**src/rtl/lock_controller.sv**
```systemverilog
// lock_controller: keypad PIN lock FSM; `LOCK_PW_CHANGE_EN adds the NEWPW password-change state
module lock_controller #(
    parameter int                  DIGITS         = 4,
    parameter logic [4*DIGITS-1:0] DEFAULT_PW     = 16'h1234,
    parameter int                  MAX_FAIL       = 3,
    parameter int                  OPEN_CYCLES    = 1000,
    parameter int                  LOCKOUT_CYCLES = 5000
) (
    input  logic       clock,
    input  logic       reset,
    input  logic [3:0] key_code,
    input  logic       key_valid,
    output logic       unlocked,
    output logic       err_pulse,
    output logic       alarm,
    output logic [2:0] digit_count,
    output logic [2:0] fail_count
);
    localparam int TW = $clog2(OPEN_CYCLES > LOCKOUT_CYCLES ? OPEN_CYCLES : LOCKOUT_CYCLES) + 1;
`ifdef LOCK_PW_CHANGE_EN
    typedef enum logic [2:0] {IDLE, ENTRY, CHECK, OPEN, LOCKOUT, NEWPW} state_t;
`else
    typedef enum logic [2:0] {IDLE, ENTRY, CHECK, OPEN, LOCKOUT} state_t;
`endif
    state_t state_q, state_d;
    logic [4*DIGITS-1:0] entry_q, entry_d, pw_q, pw_d, shifted;
    logic [TW-1:0] timer_q, timer_d, timer_dec;
    logic [2:0] cnt_d, fail_d;
    logic kv_q, kev, is_digit, is_hash, is_star, room, err_d;
    assign kev       = key_valid & ~kv_q;
    assign is_digit  = key_code < 4'd10;
    assign is_hash   = key_code == 4'd10;
    assign is_star   = key_code == 4'd11;
    assign room      = digit_count < 3'(DIGITS);
    assign shifted   = {entry_q[4*DIGITS-5:0], key_code};
    assign timer_dec = timer_q == '0 ? '0 : timer_q - 1'b1;
    always_comb begin
        state_d = state_q;
        entry_d = entry_q;
        cnt_d   = digit_count;
        fail_d  = fail_count;
        pw_d    = pw_q;
        timer_d = timer_q;
        err_d   = 1'b0;
        case (state_q)
            IDLE: if (kev && is_digit) begin
                entry_d = shifted;
                cnt_d   = 3'd1;
                state_d = ENTRY;
            end
            ENTRY: if (kev) begin
                if (is_digit && room) begin
                    entry_d = shifted;
                    cnt_d   = digit_count + 3'd1;
                end else if (is_star) begin
                    entry_d = '0;
                    cnt_d   = '0;
                    state_d = IDLE;
                end else if (is_hash) state_d = CHECK;
            end
            CHECK: begin
                entry_d = '0;
                cnt_d   = '0;
                if (digit_count == 3'(DIGITS) && entry_q == pw_q) begin
                    fail_d  = '0;
                    timer_d = TW'(OPEN_CYCLES - 1);
                    state_d = OPEN;
                end else if (({1'b0, fail_count} + 4'd1) < 4'(MAX_FAIL)) begin
                    fail_d  = fail_count + 3'd1;
                    err_d   = 1'b1;
                    state_d = IDLE;
                end else begin
                    timer_d = TW'(LOCKOUT_CYCLES - 1);
                    state_d = LOCKOUT;
                end
            end
            OPEN: begin
                timer_d = timer_dec;
                if (timer_q == '0 || (kev && is_star)) state_d = IDLE;
`ifdef LOCK_PW_CHANGE_EN
                else if (kev && is_hash) state_d = NEWPW;
`endif
            end
`ifdef LOCK_PW_CHANGE_EN
            NEWPW: begin
                timer_d = timer_dec;
                if (timer_q == '0 || (kev && (is_hash || is_star))) begin
                    if (kev && is_hash && timer_q != '0 && digit_count == 3'(DIGITS)) pw_d = entry_q;
                    entry_d = '0;
                    cnt_d   = '0;
                    state_d = IDLE;
                end else if (kev && is_digit && room) begin
                    entry_d = shifted;
                    cnt_d   = digit_count + 3'd1;
                end
            end
`endif
            LOCKOUT: begin
                timer_d = timer_dec;
                if (timer_q == '0) begin
                    fail_d  = '0;
                    state_d = IDLE;
                end
            end
            default: state_d = IDLE;
        endcase
    end
    always_ff @(posedge clock) begin
        if (reset) begin
            state_q     <= IDLE;
            entry_q     <= '0;
            pw_q        <= DEFAULT_PW;
            timer_q     <= '0;
            digit_count <= '0;
            fail_count  <= '0;
            kv_q        <= 1'b0;
            unlocked    <= 1'b0;
            err_pulse   <= 1'b0;
            alarm       <= 1'b0;
        end else begin
            state_q     <= state_d;
            entry_q     <= entry_d;
            pw_q        <= pw_d;
            timer_q     <= timer_d;
            digit_count <= cnt_d;
            fail_count  <= fail_d;
            kv_q        <= key_valid;
`ifdef LOCK_PW_CHANGE_EN
            unlocked    <= state_d == OPEN || state_d == NEWPW;
`else
            unlocked    <= state_d == OPEN;
`endif
            err_pulse   <= err_d;
            alarm       <= state_d == LOCKOUT;
        end
    end
endmodule

```
**config.mk**
```make
export PLATFORM = sky130hd
export DESIGN_NAME = lock_controller
export DESIGN_NICKNAME = d
export VERILOG_FILES = /design/src/rtl/lock_controller.sv
export SDC_FILE = /design/constraint.sdc
export NUM_CORES = 1
export LEC_CHECK = 0
export CORE_ASPECT_RATIO = 0.7
export CORE_MARGIN = 3
export CORE_UTILIZATION = 53
export DETAILED_ROUTE_END_ITERATION = 8
export GPL_TIMING_DRIVEN = 0
export PLACE_DENSITY = 0.76
export SLEW_MARGIN = 25
export SYNTH_ARGS = -nofsm -noshare
export SYNTH_HDL_FRONTEND = slang
export SYNTH_SLANG_ARGS = --single-unit
export TNS_END_PERCENT = 10
```
**constraint.sdc**
```tcl
create_clock -name clock -period 1.9 [get_ports clock]
set_input_delay 0.38 -clock clock [delete_from_list [all_inputs] [get_ports clock]]
set_output_delay 0.38 -clock clock [all_outputs]
set_load 0.02 [all_outputs]
```
---- After elaboration in Yosys (flattened, before gate mapping) ----
Cells that the tools add are included.
storage, ports and cells
  flip-flop bits (word level) ............. 43
  bits of input ports ..................... 7
  word-level logic and storage cells ...... 79
cells by class
  $add $sub $neg .......................... 4
  magnitude comparators ................... 3
  eq/ne operators ......................... 16
  multiplexer cells ....................... 29
  bitwise gates (word level) .............. 3
  reduce and logical (&&, ||, !) cells .... 15
operator list
  kind                                                number
  two-way mux 16 bit                                  4
  two-way mux 3 bit                                   16
  one-hot mux 16 bit (3 select lines)                 1
  two-way mux 14 bit                                  3
  one-hot mux 14 bit (2 select lines)                 1
  == test 16 x 13 -> 1 bit, second input constant     1
  one-hot mux 3 bit (5 select lines)                  1
  zero test 14 bit                                    1
  subtractor 14 x 1 -> 14 bit, second input constant  1
  == test 3 x 2 -> 1 bit, second input constant       3
  == test 3 bit, second input constant                3
  inequality test 3 bit, second input constant        3
  one-hot mux 3 bit (3 select lines)                  1
  == test 4 bit, second input constant                2
  adder 3 x 1 -> 3 bit, second input constant         2
  inequality test 2 bit, second input constant        3
  one-hot mux 3 bit (2 select lines)                  1
  adder 3 x 1 -> 4 bit, second input constant         1
  logical AND 1 bit                                   4
  < comparator 4 x 2 -> 1 bit, second input constant  1
  < comparator 4 bit, second input constant           1
  AND reduction 4 bit                                 1
  nonzero test 2 bit                                  2
  == test 3 x 1 -> 1 bit, second input constant       1
  11 further kinds                                    12

---- Longest topological paths before layout ----
  word-level depth ........................ 7
  gate-level depth with buffers ........... 8
  depth with buffers taken out ............ 7

---- Worst setup path before layout ----
OpenSTA, ideal clock, no wires.
  path kind ............................... register to register
  start point ............................. reg timer_q[0]
  end point ............................... reg state_q[0]
  arrival ................................. 1.970 ns
  setup slack ............................. -0.204 ns
  cell stages (with the launch flop) ...... 9
  period minus slack after synthesis ...... 2.104 ns
  path through ............................ dfxtp_1 > inv_1 > ha_1 > or3b_2 > clkbuf_2 > or4_1 > o2111a_1 > a21oi_2 > a211oi_1
on the way
  word-level cells in the longest chain between the ends .. 4
ends and longest elaborated chain
  what                                    RTL line  source
  start, declared                         27        logic [TW-1:0] timer_q, timer_d, timer_dec;
  start signal, assigned                  124       timer_q <= timer_d;
  zero test 14 bit (*)                    79, 100
  logical OR 1 bit                        79        if (timer_q == '0 || (kev && is_star)) state_d = IDLE;
  two-way mux 3 bit                       79
  one-hot mux 3 bit (5 select lines) (*)  45        case (state_q)
  end signal, assigned                    121       state_q <= state_d;
  end, declared                           25        state_t state_q, state_d;
Every way passes the cells marked *; elsewhere a longest branch is shown, timed or not.
A chain may end at the register's enable or synchronous reset.

---- Worst setup path in the final report ----
  start point ............................. reg timer_q[4]
  end point ............................... reg state_q[0]
Same word-level chain as after synthesis.

==> results.ini <==
[sta]
worst_pin_slew_ns = 0.6144
finalHoldViolations = 0
max_freq_ghz = 0.4779
grt_setup_unrepaired = true
fin_ws_ns = -0.1924
relSlewSlack_pct = 59.04
fin_tns_setup_ns = -1.429
setup_viol = 19
clock_skew_ns = 0.005368
period_share_pct = 110.1
period_needed_ns = 2.092
report.final.slew_viol_count = 0

[place]
hpwl_um = 3979
numPortBuffers = 15
place_congestion = 0.8259
dpl.cell_count = 347
placed_area_sq_um = 2606

[status]
violations = setup timing
status = complete, but fails checks

[final_layout]
diodes = 0
layout-drive-gt1-share_pct = 23.15
fin_nets = 322
design_area_sq_um = 2928
final_cells = 363
area_delta_synth_final_pct = 24.01

[clocking]
clk_path_buf_depth = 2
cts_inserted_buffers = 5
clk_latency_ns = 0.30
clkTransAtPathRegs_ns = 0.09
cts_sinks = 43
cts_root_buf = clkbuf_8
cts_hold_buf = 0
htree_levels = 2
cts_tree = yes

[global_routing]
antenna_found_initial = 0
gr-max-usage-layer = met2
grt_overflow_total = 0
grt_pass1_vias = 2054
grt_use_met3_pct = 4.084
grt_pass1_wl_um = 9887
track_usage_pct = 23.97
met1_usage_pct = 33.89
grt_max_degree = 14
use_met2_pct = 35.95

[worst_setup_path]
crit_buf_inv = 0
required_ns = 2.05
cp.arrival_ns = 2.25
crit_family = simple AND/OR/NAND/NOR gates
crit_path_cell_trace = or4_1 -> or4_4 -> o2111a_1 -> a21oi_2 -> a211oi_1
slowest_stage = or4_1
start_kind = register
slowest_delay_ns = 0.67
worst-setup-path-type = register to register
cp_max_fo = 7
cp-end-kind = register

[yosys]
synthFlopType = dfxtp_1
synth_top_cell_by_area = dfxtp_1
netlist_top_cells_area = dfxtp_1, mux2i_1, nand2_1
synth_fa_ha_area_share_pct = 2.650
synth_top_family_by_area = simple AND/OR/NAND/NOR gates
synth.avg_cell_area_sq_um = 8.432
synth_edf_count = 0
ys_ff_latch = 43
synthMuxAreaShare_pct = 8.479
ys_warn_count = 0
synthTopCellsByCount = nand2_1, dfxtp_1, mux2i_1
synth-compound-area-share_pct = 19.24
synthXorXnorAreaFrac_pct = 0.3710
synth_nets = 292
synth_top_area_share_pct = 36.46
async_flop_share_pct = 0
synth_area_sq_um = 2361
synthSimpleGateAreaFrac_pct = 28.09
synth_cells = 280
yosysUniqueCellTypes = 54
ys_seq_area_share_pct = 36.46
yosysMostFrequentCell = nand2_1

[pwr]
p_leak_nw = 1.207
ir_drop_mv = 0.4447
p_total_w = 0.001849
power_density_nw_per_um2 = 631.4

[die]
fp.dieH_um = 61.84
top_level_ports = 16
dieArea_sq_um = 5304
placementRows = 19
die_w_um = 85.78
start_util_pct = 57.74
core_sq_um = 4089

[detailed_routing]
drt-initial-drc-count = 178
dr.pass1.iters = 5
wl_per_cell_um = 16.98
drc = 0
vias = 2274
ant_nets = 0
avgViaCountPerCell = 6.264
drt-total-wl_um = 6164

[job]
maxCapViolCount = 0

[hold_path]
min_path_type = register to register

## final timing paths
path / end / from / slack [ns] / cells past startpoint
hold reg to reg: entry_q[12] / entry_q[12] / 0.47 / 2
hold / removal: entry_q[12] / entry_q[12] / 0.47 / 2
setup / recovery: state_q[0] / timer_q[4] / -0.19 / 5
setup reg to reg: state_q[0] / timer_q[4] / -0.19 / 5
## state kept, by name, indices dropped and copies added, names as in the netlist, 3 cells and up
name / cells
fail_count: 3
entry_q: 16
digit_count: 3
timer_q: 14
state_q: 3
## where the power goes
| part | leakage [nW] | switching, W | internal (W) | total, W |
|---|---|---|---|---|
| Clock | 0.0612 | 0.000326 | 0.000426 | 0.000752 |
| Sequential | 0.352 | 0.0000127 | 0.000913 | 0.000926 |
| Combinational | 0.794 | 0.000101 | 0.0000707 | 0.000172 |
| Total | 1.21 | 0.000439 | 0.00141 | 0.00185 |
## layer usage
| metal | up-vias | wire length (um) |
|---|---|---|
| li1 | 1079 | - |
| met1 | 1058 | 2869 |
| met2 | 121 | 2639 |
| met3 | 16 | 510 |
| met4 | 0 | 145 |
| met5 | - | 0 |
## timing repair
action / in CTS / in global routing
pin swaps: 11 / 5
gates resized for setup: 32 / 20
setup buffers: 6 / 3
endpoints found under the setup margin: 41 / 39
## layout make-up
cell class,count,area [sq um]
Fill cell,326,1161
Multi-Input combinational cell,212,1520
Inverter,8,32.53
Clock inverter,2,35.03
Tap cell,52,65.06
Timing Repair Buffer,24,214.0
Sequential cell,43,873.3
Clock buffer,6,82.58
Buffer,16,105.1
## worst reg2reg max path, delay by kind of cell, from the launching register on
family / cells / cell delay (ns)
and+or+nand+nor: 2 / 1.16
AOI/OAI and AO/OA: 3 / 0.41
DFF: 1 / 0.38
## cells in the final DEF (no fill, tap or decap), types with 5 or more instances in the layout
cell | netlist | layout
clkbuf_1 | 8 | 5
o21ai_0 | 13 | 10
or3_1 | 6 | 6
mux2i_1 | 20 | 20
buf_4 | 0 | 13
nor2_1 | 17 | 16
inv_1 | 8 | 6
clkdlybuf4s50_1 | 0 | 12
dfxtp_1 | 43 | 35
nand2_1 | 51 | 51
nand2b_1 | 5 | 5
nor3_1 | 7 | 7
clkbuf_8 | 0 | 6
a211oi_1 | 5 | 5
a21oi_1 | 13 | 11
dfxtp_2 | 0 | 7
## kinds of logic after synthesis
group / Yosys count
AOI/OAI and AO/OA: 63
muxes: 20
xor gates and xnor gates: 1
adders and majority gates: 5
and+or+nand+nor: 123
DFF: 43
buffers and inverters: 25
## metrics by stage
step           hold WS [ns]  util [%]  setup slack [ns]
6_report             0.4659     71.60           -0.1924
5_1_grt              0.4956     71.60           -0.2269
4_1_cts              0.4673     69.77           -0.1413
3_5_place_dp         0.4525     63.74           -0.7311
3_3_place_gp         0.4425     63.74           -0.6713
2_1_floorplan        0.4331         -          -0.06855
Note: power is estimated with default switching activity, not from simulation.
